==> config.mk <==
export PLATFORM = sky130hd
export DESIGN_NAME = resp_meter_flat
export DESIGN_NICKNAME = d
export VERILOG_FILES = /design/src/rtl/resp_meter_if.sv /design/src/rtl/resp_meter.sv /design/src/flat_wrapper.sv
export SDC_FILE = /design/constraint.sdc
export NUM_CORES = 1
export LEC_CHECK = 0
export BUFFER_PORTS_ARGS = -buffer_cell sky130_fd_sc_hd__buf_2
export CORE_MARGIN = 1
export CORE_UTILIZATION = 30
export CTS_CLUSTER_SIZE = 28
export DETAILED_ROUTE_END_ITERATION = 12
export PLACE_DENSITY_LB_ADDON = 0.05
export SKIP_CTS_REPAIR_TIMING = 1
export SLEW_MARGIN = 30
export SYNTH_ARGS = -nofsm -noshare
export SYNTH_HDL_FRONTEND = slang
export SYNTH_SLANG_ARGS = --single-unit
==> constraint.sdc <==
create_clock -name clk -period 8.5 [get_ports clk]
set_clock_uncertainty 0.2 [all_clocks]
set_input_delay 0.85 -clock clk [delete_from_list [all_inputs] [get_ports clk]]
set_output_delay 0.85 -clock clk [all_outputs]
set_load 0.03 [all_outputs]
==> src/rtl/resp_meter_if.sv <==
// resp_meter_if: sample-stream inputs and result handshake of the response meter.
// master = the side feeding samples and consuming results; slave = the meter.
interface resp_meter_if #(
    parameter int DATA_W = 16
);
    logic signed [DATA_W-1:0] i_data;
    logic                     i_valid;
    logic                     i_cfg_valid;
    logic        [DATA_W-2:0] o_peak;
    logic        [DATA_W-2:0] o_mean;
    logic                     o_valid;
    logic                     i_ready;
    logic        [15:0]       o_win_cnt;
    logic                     o_overrun;

    modport master (
        output i_data, i_valid, i_cfg_valid, i_ready,
        input  o_peak, o_mean, o_valid, o_win_cnt, o_overrun
    );

    modport slave (
        input  i_data, i_valid, i_cfg_valid, i_ready,
        output o_peak, o_mean, o_valid, o_win_cnt, o_overrun
    );
endinterface

==> src/rtl/resp_meter.sv <==
// resp_meter: amplitude-response meter for a swept test signal.
// After each config strobe it discards SETTLE_LEN valid samples, then reports
// peak |x| and mean |x| for consecutive WIN_LEN-sample windows through a
// valid/ready handshake.
// Optional feature macro: RESP_METER_MEAN_EN builds the |x| accumulator and
// the mean output; without it o_mean is tied to zero.
module resp_meter #(
    parameter int DATA_W     = 16,
    parameter int WIN_LEN    = 1024,
    parameter int SETTLE_LEN = 64
) (
    input  logic         clk,
    input  logic         rst_n,
    resp_meter_if.slave  bus
);
    localparam int LOG2_WIN = $clog2(WIN_LEN);
    localparam int SET_W    = (SETTLE_LEN > 1) ? $clog2(SETTLE_LEN) : 1;
    localparam logic [LOG2_WIN-1:0] WIN_LAST = LOG2_WIN'(WIN_LEN - 1);
    localparam logic [SET_W-1:0]    SET_LAST = SET_W'(SETTLE_LEN - 1);

    typedef enum logic [1:0] {
        ST_IDLE   = 2'd0,
        ST_SETTLE = 2'd1,
        ST_ACCUM  = 2'd2
    } state_t;

    // With no settling interval a config strobe goes straight to measuring.
    localparam state_t START_ST = (SETTLE_LEN == 0) ? ST_ACCUM : ST_SETTLE;

    // Saturating magnitude: the most negative code maps to the largest positive one.
    function automatic logic [DATA_W-2:0] abs_sat(input logic [DATA_W-1:0] x);
        logic [DATA_W-2:0] neg;
        neg = (~x[DATA_W-2:0]) + {{(DATA_W-2){1'b0}}, 1'b1};
        if (!x[DATA_W-1]) begin
            abs_sat = x[DATA_W-2:0];
        end else if (x[DATA_W-2:0] == {(DATA_W-1){1'b0}}) begin
            abs_sat = {(DATA_W-1){1'b1}};
        end else begin
            abs_sat = neg;
        end
    endfunction

    state_t              state_r;
    logic [LOG2_WIN-1:0] win_cnt_r;
    logic [SET_W-1:0]    set_cnt_r;
    logic [DATA_W-2:0]   peak_r;

    logic [DATA_W-2:0]   abs_s;
    logic [DATA_W-2:0]   peak_next_s;
    logic [DATA_W-2:0]   mean_next_s;
    logic                take_s;
    logic                win_done_s;

    logic [DATA_W-2:0]   peak_out_r;
    logic [DATA_W-2:0]   mean_out_r;
    logic                valid_r;
    logic [15:0]         win_total_r;
    logic                overrun_r;

    // Sample magnitude, accept qualifier and window-complete detection.
    always_comb begin
        abs_s       = abs_sat(bus.i_data);
        take_s      = 1'b0;
        win_done_s  = 1'b0;
        if (!bus.i_cfg_valid && bus.i_valid && (state_r == ST_ACCUM)) begin
            take_s     = 1'b1;
            win_done_s = (win_cnt_r == WIN_LAST);
        end else begin
            take_s     = 1'b0;
            win_done_s = 1'b0;
        end
        if (abs_s > peak_r) begin
            peak_next_s = abs_s;
        end else begin
            peak_next_s = peak_r;
        end
    end

`ifdef RESP_METER_MEAN_EN
    localparam int ACC_W = DATA_W - 1 + LOG2_WIN;

    logic [ACC_W-1:0] sum_r;
    logic [ACC_W-1:0] sum_next_s;

    // Running |x| sum including the current sample; the mean is a plain shift.
    always_comb begin
        sum_next_s  = sum_r + ACC_W'(abs_s);
        mean_next_s = sum_next_s[ACC_W-1:LOG2_WIN];
    end

    // |x| accumulator: cleared by a strobe and at every window boundary.
    always_ff @(posedge clk) begin
        if (!rst_n) begin
            sum_r <= {ACC_W{1'b0}};
        end else if (bus.i_cfg_valid) begin
            sum_r <= {ACC_W{1'b0}};
        end else if (take_s) begin
            sum_r <= win_done_s ? {ACC_W{1'b0}} : sum_next_s;
        end
    end
`else
    assign mean_next_s = {(DATA_W-1){1'b0}};
`endif

    // Measurement FSM with settle/window counters and running peak.
    always_ff @(posedge clk) begin
        if (!rst_n) begin
            state_r   <= ST_IDLE;
            win_cnt_r <= {LOG2_WIN{1'b0}};
            set_cnt_r <= {SET_W{1'b0}};
            peak_r    <= {(DATA_W-1){1'b0}};
        end else if (bus.i_cfg_valid) begin
            // Restart: the partial window and any same-cycle sample are dropped.
            state_r   <= START_ST;
            win_cnt_r <= {LOG2_WIN{1'b0}};
            set_cnt_r <= {SET_W{1'b0}};
            peak_r    <= {(DATA_W-1){1'b0}};
        end else begin
            case (state_r)
                ST_IDLE: begin
                    state_r <= ST_IDLE;
                end
                ST_SETTLE: begin
                    if (bus.i_valid) begin
                        if (set_cnt_r == SET_LAST) begin
                            state_r   <= ST_ACCUM;
                            set_cnt_r <= {SET_W{1'b0}};
                        end else begin
                            set_cnt_r <= set_cnt_r + SET_W'(1);
                        end
                    end
                end
                ST_ACCUM: begin
                    if (take_s) begin
                        if (win_done_s) begin
                            win_cnt_r <= {LOG2_WIN{1'b0}};
                            peak_r    <= {(DATA_W-1){1'b0}};
                        end else begin
                            win_cnt_r <= win_cnt_r + LOG2_WIN'(1);
                            peak_r    <= peak_next_s;
                        end
                    end
                end
                default: begin
                    state_r <= ST_IDLE;
                end
            endcase
        end
    end

    // Result handshake: publish, hold under backpressure, flag dropped windows.
    always_ff @(posedge clk) begin
        if (!rst_n) begin
            peak_out_r  <= {(DATA_W-1){1'b0}};
            mean_out_r  <= {(DATA_W-1){1'b0}};
            valid_r     <= 1'b0;
            win_total_r <= 16'd0;
            overrun_r   <= 1'b0;
        end else if (win_done_s) begin
            win_total_r <= win_total_r + 16'd1;
            if (!valid_r || bus.i_ready) begin
                peak_out_r <= peak_next_s;
                mean_out_r <= mean_next_s;
                valid_r    <= 1'b1;
            end else begin
                overrun_r  <= 1'b1;
            end
        end else if (valid_r && bus.i_ready) begin
            valid_r <= 1'b0;
        end
    end

    assign bus.o_peak    = peak_out_r;
    assign bus.o_mean    = mean_out_r;
    assign bus.o_valid   = valid_r;
    assign bus.o_win_cnt = win_total_r;
    assign bus.o_overrun = overrun_r;
endmodule

==> src/flat_wrapper.sv <==
// flat-port wrapper written by rule: the top's interface ports become plain ports
module resp_meter_flat 
#(
    parameter int DATA_W     = 16,
    parameter int WIN_LEN    = 1024,
    parameter int SETTLE_LEN = 64
)
  (clk, rst_n, bus_i_data, bus_i_valid, bus_i_cfg_valid, bus_i_ready, bus_o_peak, bus_o_mean, bus_o_valid, bus_o_win_cnt, bus_o_overrun);
  resp_meter_if #(.DATA_W(DATA_W)) bus_i ();
  input  logic clk;
  input  logic rst_n;
  input wire logic [$bits(bus_i.i_data)-1:0] bus_i_data;
  input wire logic [$bits(bus_i.i_valid)-1:0] bus_i_valid;
  input wire logic [$bits(bus_i.i_cfg_valid)-1:0] bus_i_cfg_valid;
  input wire logic [$bits(bus_i.i_ready)-1:0] bus_i_ready;
  output wire logic [$bits(bus_i.o_peak)-1:0] bus_o_peak;
  output wire logic [$bits(bus_i.o_mean)-1:0] bus_o_mean;
  output wire logic [$bits(bus_i.o_valid)-1:0] bus_o_valid;
  output wire logic [$bits(bus_i.o_win_cnt)-1:0] bus_o_win_cnt;
  output wire logic [$bits(bus_i.o_overrun)-1:0] bus_o_overrun;
  assign bus_i.i_data = bus_i_data;
  assign bus_i.i_valid = bus_i_valid;
  assign bus_i.i_cfg_valid = bus_i_cfg_valid;
  assign bus_i.i_ready = bus_i_ready;
  assign bus_o_peak = bus_i.o_peak;
  assign bus_o_mean = bus_i.o_mean;
  assign bus_o_valid = bus_i.o_valid;
  assign bus_o_win_cnt = bus_i.o_win_cnt;
  assign bus_o_overrun = bus_i.o_overrun;
  resp_meter #(.DATA_W(DATA_W), .WIN_LEN(WIN_LEN), .SETTLE_LEN(SETTLE_LEN)) u_core (.clk(clk), .rst_n(rst_n), .bus(bus_i));
endmodule
; ---- Yosys cells after proc, flatten, opt, wreduce, memory -nomap -nowiden
; Index checks and enable logic that the tools add are counted.
[totals]
inputBits = 21
mem_bits_rw = 0
rom_bits = 0
out_inout_bits = 48
ff_bits = 66
wordCells = 59
memories = 0
latchBits = 0
[classes]
add_sub_neg = 4
muxes = 15
eq_ne = 10
multipliers = 0
shift = 0
n_reduce_logical = 16
n_bitwise = 4
n_lt_le_gt_ge = 1
n_div = 0
[ops]
columns = cell, count
row1 = 2-to-1 mux 15 bit, 4
row2 = adder 16 x 1 -> 16 bit (second input constant), 1
row3 = adder 15 x 1 -> 15 bit (second input constant), 1
row4 = greater-than comparator 15 bit, 1
row5 = zero test 15 bit, 1
row6 = inverter 15 bit, 1
row7 = adder 10 x 1 -> 10 bit (second input constant), 1
row8 = == test 10 bit (second input constant), 1
row9 = 2-to-1 mux 10 bit, 1
row10 = AND reduction 2 bit, 5
row11 = adder 6 x 1 -> 6 bit (second input constant), 1
row12 = == test 6 bit (second input constant), 1
row13 = 2-to-1 mux 1 bit, 6
row14 = 2-to-1 mux 6 bit, 1
row15 = inequality test 2 bit (second input constant), 3
row16 = AND reduction 3 bit, 2
row17 = 2-to-1 mux 2 bit, 2
row18 = one-hot mux 2 bit (2 select lines), 1
row19 = logical AND 1 bit, 3
row20 = inequality test 3 x 2 -> 1 bit (second input constant), 1
row21 = inequality test 3 bit (second input constant), 1
row22 = inverter 1 bit, 3
row23 = == test 2 x 1 -> 1 bit (second input constant), 1
row24 = == test 2 bit (second input constant), 1
row25 = 5 further kinds, 6

; ---- Longest topological paths before layout
[logic_depth]
ltp_word = 7
ltp_mapped = 15

; ---- Worst setup path before layout
; OpenSTA, ideal clock, no wires.
[synth_timing]
kind = input to register
startpoint = input port bus_i_data[1]
endpoint = register u_core.peak_out_r[14] (netlist: u_core.bus.o_peak[14])
required_time_ns = 8.209
path_stages = 15
arrival_time_ns = 3.995
path_slack_ns = 4.214
cell_sequence = inv_1 ha_1 or3b_2 buf_2 o41a_2 nor3_1 a21oi_2 ha_1 a21oi_1 o21a_1 o221ai_1 o21ai_2 clkbuf_1 nand2_1 a311oi_1
[synth_via]
elab_chain_cells = 6
[synth_rtl]
columns = item, line
row1 = from (decl), flat_wrapper.sv:12  ; input wire logic [$bits(bus_i.i_data)-1:0] bus_i_data;
row2 = inverter 15 bit, resp_meter.sv:33  ; neg = (~x[DATA_W-2:0]) + {{(DATA_W-2){1'b0}}, 1'b1};
row3 = adder 15 x 1 -> 15 bit, resp_meter.sv:33
row4 = 2-to-1 mux 15 bit, resp_meter.sv:36  ; end else if (x[DATA_W-2:0] == {(DATA_W-1){1'b0}}) begin
row5 = 2-to-1 mux 15 bit (*), resp_meter.sv:34  ; if (!x[DATA_W-1]) begin
row6 = greater-than comparator 15 bit, resp_meter.sv:72  ; if (abs_s > peak_r) begin
row7 = 2-to-1 mux 15 bit (*), resp_meter.sv:72
row8 = to (signal assigned), resp_meter.sv:154  ; peak_out_r <= {(DATA_W-1){1'b0}};
row9 = to (signal assigned), resp_meter.sv:162  ; peak_out_r <= peak_next_s;
row10 = to (decl), resp_meter.sv:54  ; logic [DATA_W-2:0] peak_out_r;
; Mark *: on every way between the ends. The rest lies on a longest branch, timed or not.
; A chain may end at the register's enable or synchronous reset.

; ---- Worst setup path in the final report
[layout_timing]
startpoint = input port bus_i_data[1]
endpoint = register u_core.peak_r[5]
[layout_via]
elab_chain_cells = 7
[layout_rtl]
columns = item, line
row1 = inverter 15 bit, resp_meter.sv:33
row2 = adder 15 x 1 -> 15 bit, resp_meter.sv:33
row3 = 2-to-1 mux 15 bit, resp_meter.sv:36
row4 = 2-to-1 mux 15 bit (*), resp_meter.sv:34
row5 = greater-than comparator 15 bit, resp_meter.sv:72
row6 = 2-to-1 mux 15 bit (*), resp_meter.sv:72
row7 = 2-to-1 mux 15 bit (*), resp_meter.sv:135  ; if (win_done_s) begin
row8 = to (signal assigned), resp_meter.sv:111  ; peak_r <= {(DATA_W-1){1'b0}};
row9 = to (signal assigned), resp_meter.sv:137  ; peak_r <= {(DATA_W-1){1'b0}};
row10 = to (signal assigned), resp_meter.sv:140  ; peak_r <= peak_next_s;
row11 = to (decl), resp_meter.sv:46  ; logic [DATA_W-2:0] peak_r;
; Marked as above.

==> summary.md <==
| Metric | Value |
|---|---|
| Unrepaired setup endpoints after global routing | `false` |
| Number of core rows | `just over 40` |
| Dpl hpwl | `~7600 um` |
| Num CTS Buffers | `9` |
| Ys Warns | `0` |
| WL final | `10,700 um` |
| Antenna cells | `0` |
| Max Slew Vio Count | `0` |
| Syn Area/Cell | `8.04 um^2` |
| Total of max-cap violations | `0` |
| Period minus WS final | `~4.8 ns` |
| Worst Path Arrival | `4.83 ns` |
| Worst reg2reg path startpoint | `u_core.state_r[0]` |
| I/O pin count | `69` |
| Combinational Power Share | `0.107` |
| Routed len/inst | `15.1 um` |
| Crit path kind | `in -> reg` |
| Root Buffer | `clkbuf_16` |
| Mapped Cells | `489` |
| Hold path endpoint | `u_core.bus.o_peak[5]` |
| Met3 WL | `between 500 and 600 um` |
| Net Sw Power | `~0.19 mW` |
| Global-route congestion overflow total | `0` |
| Netlist cell types | `60` |
| Fillcell total | `1,407` |
| Hold Crit Class | `reg -> reg` |
| Max_slew headroom | `0.441` |
| Vias per std cell | `5.15` |
| Sw Share | `0.248` |
| Max clock buf depth | `2` |
| Die ar. | `13,600 um^2` |
| Final Hold Vio Count | `0` |
| TritonCTS clock tree | `yes` |
| Status | `finished, final reports clean` |
| Clk slew on worst S/H paths | `0.06 ns` |
| Final Setup Violations | `0` |
| Max incr delay on CP | `0.84 ns` |
| Async S/R FF share, synth | `0` |
| Clk pwr share | `0.493` |
| DR WL met2 | `4710 um` |
| Via count | `~3,700` |
| Initial DRC count | `~200` |
| Hold Path Origin | `u_core.bus.o_peak[5]` |
| Drt pass-1 iters | `4` |
| H-Tree Depth | `3` |
| Largest net degree at the start of global routing | `29` |
| DP Area | `4290 um^2` |
| Max VDD drop | `between 0.09 and 0.1 mV` |
| Layout cell share with drive strength beyond 1 | `0.178` |
| Chip height | `116 um` |
| Worst path buffer plus inverter count | `3` |
| Port bufs | `53` |
| Number of synthesized flops with an enable pin | `0` |
| Final instance area | `4600 um^2` |
| CORE AREA | `12,700 um^2` |
| Worst-path cell chain | `buf_2, inv_1, ha_1, or3b_2, nor4_4, nor3_1, a21oi_2, ha_1, nand4_1, nor2_1, o31ai_1, a2111oi_2, buf_4, nand2_1, o311ai_0` |
| Inst Count DP | `about 700` |
| Worst R2R Setup Slack | `5.10 ns` |
| Fmax | `slightly above 200 MHz` |
| Clock Sinks | `66` |
| Initial antenna violation count | `0` |
| Hold-critical path depth | `2` |
| Pwr/cell area | `169 nW/um^2` |
| Layout area overhead | `16.9%` |
| Slew @ Worst Pin | `between 0.8 and 0.9 ns` |
| Area of the multi-input gates | `2350 um^2` |
| Fin nets | `574` |
| Crit. End Element | `flop` |
| Register area share after synthesis | `0.336` |
| Finished Layout Cells | `710` |
| GPL Wtd Cong | `between 0.8 and 0.9` |
| FF-to-FF End | `u_core.peak_r[5]` |
| Crit-path slowest cell | `a2111oi_2` |
| Startpoint Class | `input port` |
| WL met1 | `5310 um` |
| Internal power | `0.583 mW` |
| Gr usage total | `0.168` |
| DRC violations left | `0` |
| Chip width | `116 um` |
| Top FF cell, synth | `dfxtp_1` |
| Final ANT Viol Nets | `0` |
| Worst r2r path cells | `7` |
| Most used cell, CP | `ha_1` |
| Cell Area, Synth | `3930 um^2` |
| Worst-Skew Late Latency | `0.33 ns` |
| First-pass GRT wire length | `approximately 18,000 um` |
| Cell family with most CP delay | `simple AND/OR/NAND/NOR gates` |
| CP max FO | `9` |
| P_leak | `1.67 nW` |
| Crit share post-route | `0.566` |
| Register bit count reported by yosys | `66` |
| Setup_tns | `0 ns` |
| Area occupied by registers | `~1300 um^2` |
| Starting Density | `0.309` |
| Seq pwr share | `0.400` |
| Vias in the first global route | `3,423` |
| Highest routed layer | `met4` |
| Worst EP required | `8.52 ns` |
[worst register-to-register path, delay by kind of cell (launching register included)]
family / cells / cell delay, ns
AO/OA/AOI/OAI: 2 / 0.93
buffers and inverters: 1 / 0.29
flip-flops: 1 / 0.36
AND/OR/NAND/NOR: 4 / 1.52
[synthesized netlist by cell type (10+ instances only)]
master	number	share of area
a21oi_1	24	0.031
buf_4	15	0.029
clkbuf_1	10	0.0095
dfxtp_1	66	0.34
ha_1	19	0.060
inv_1	23	0.022
nand2_1	55	0.052
nand3_1	31	0.039
nand4_1	36	0.057
nor2_1	50	0.048
nor3_1	11	0.014
o21ai_0	12	0.015
o311ai_0	12	0.027
or3_1	10	0.016
xnor2_1	10	0.022
xor2_1	16	0.036
[cell usage in the layout (no fill, tap or decap), types with 10 or more instances in the layout]
| cell | synthesis | routed |
|---|---|---|
| conb_1 | 1 | 15 |
| dfxtp_1 | 66 | 66 |
| o21ai_0 | 12 | 12 |
| nand2_1 | 55 | 55 |
| xor2_1 | 16 | 16 |
| o311ai_0 | 12 | 12 |
| or3_1 | 10 | 10 |
| nor2_1 | 50 | 50 |
| nand3_1 | 31 | 31 |
| xnor2_1 | 10 | 10 |
| inv_1 | 23 | 23 |
| nand4_1 | 36 | 36 |
| nor3_1 | 11 | 11 |
| a21oi_1 | 24 | 24 |
| buf_2 | 8 | 53 |
| ha_1 | 19 | 19 |
[sequential cells by signal (all words and copies together), names as in the netlist]
name	flops
u_core.bus.o_overrun	1
u_core.bus.o_peak	15
u_core.bus.o_valid	1
u_core.bus.o_win_cnt	16
u_core.peak_r	15
u_core.set_cnt_r	6
u_core.state_r	2
u_core.win_cnt_r	10
[layer usage]
layer | GRT usage | vias to the layer above
met4 | 0.0709 | 0
met2 | 0.254 | 94
li1 | - | 1850
met3 | 0.0374 | 16
met5 | 0 | -
met1 | 0.229 | 1696
[final cells by class]
cell class / count / area share
clock inverter: 2 / 0.00762
tap: 172 / 0.0468
inverter: 24 / 0.0196
timing repair buffer: 59 / 0.0675
multi-input combinational: 374 / 0.512
clock buffer: 13 / 0.0588
sequential: 66 / 0.288
[cells by family after synthesis]
logic type | synth area share
simple gates | 0.291
compound gates | 0.166
flops | 0.336
buf+inv | 0.0846
xor+xnor | 0.0579
fa+ha+maj | 0.0605
other cells | 0.000954
mux | 0.00286
[per-stage QoR]
step	utilization	hold WS, ns	setup WS, ns	power [mW]
final	0.361	0.263	3.69	0.775
after global routing	0.361	0.289	3.29	0.812
after CTS	0.361	0.268	3.69	0.787
after detailed placement	0.337	0.259	3.37	0.400
after global placement	0.336	0.256	3.36	0.400
after floorplan	-	0.249	4.21	0.380
[power groups by stage]
stage / logic [mW] / registers (mW) / clock network [mW]
4_1_cts: 0.0826 / 0.310 / 0.394
3_5_place_dp: 0.0825 / 0.317 / 0
5_1_grt: 0.0916 / 0.310 / 0.410
6_report: 0.0827 / 0.310 / 0.382
3_3_place_gp: 0.0830 / 0.317 / 0
2_1_floorplan: 0.0633 / 0.317 / 0
[worst max path at each step]
stage	end	slack [ns]	depth (start not counted)	startpoint
finish	u_core.peak_r[5]	3.69	15	bus_i_data[1]
global route	u_core.peak_r[5]	3.29	15	bus_i_data[1]
CTS	u_core.peak_r[5]	3.69	15	bus_i_data[1]
detailed placement	u_core.peak_r[5]	3.37	15	bus_i_data[1]
global placement	u_core.peak_r[7]	3.36	15	bus_i_data[0]
floorplan	u_core.bus.o_peak[14]	4.21	15	bus_i_data[1]
No activity file was read; power rests on OpenSTA's default activity.
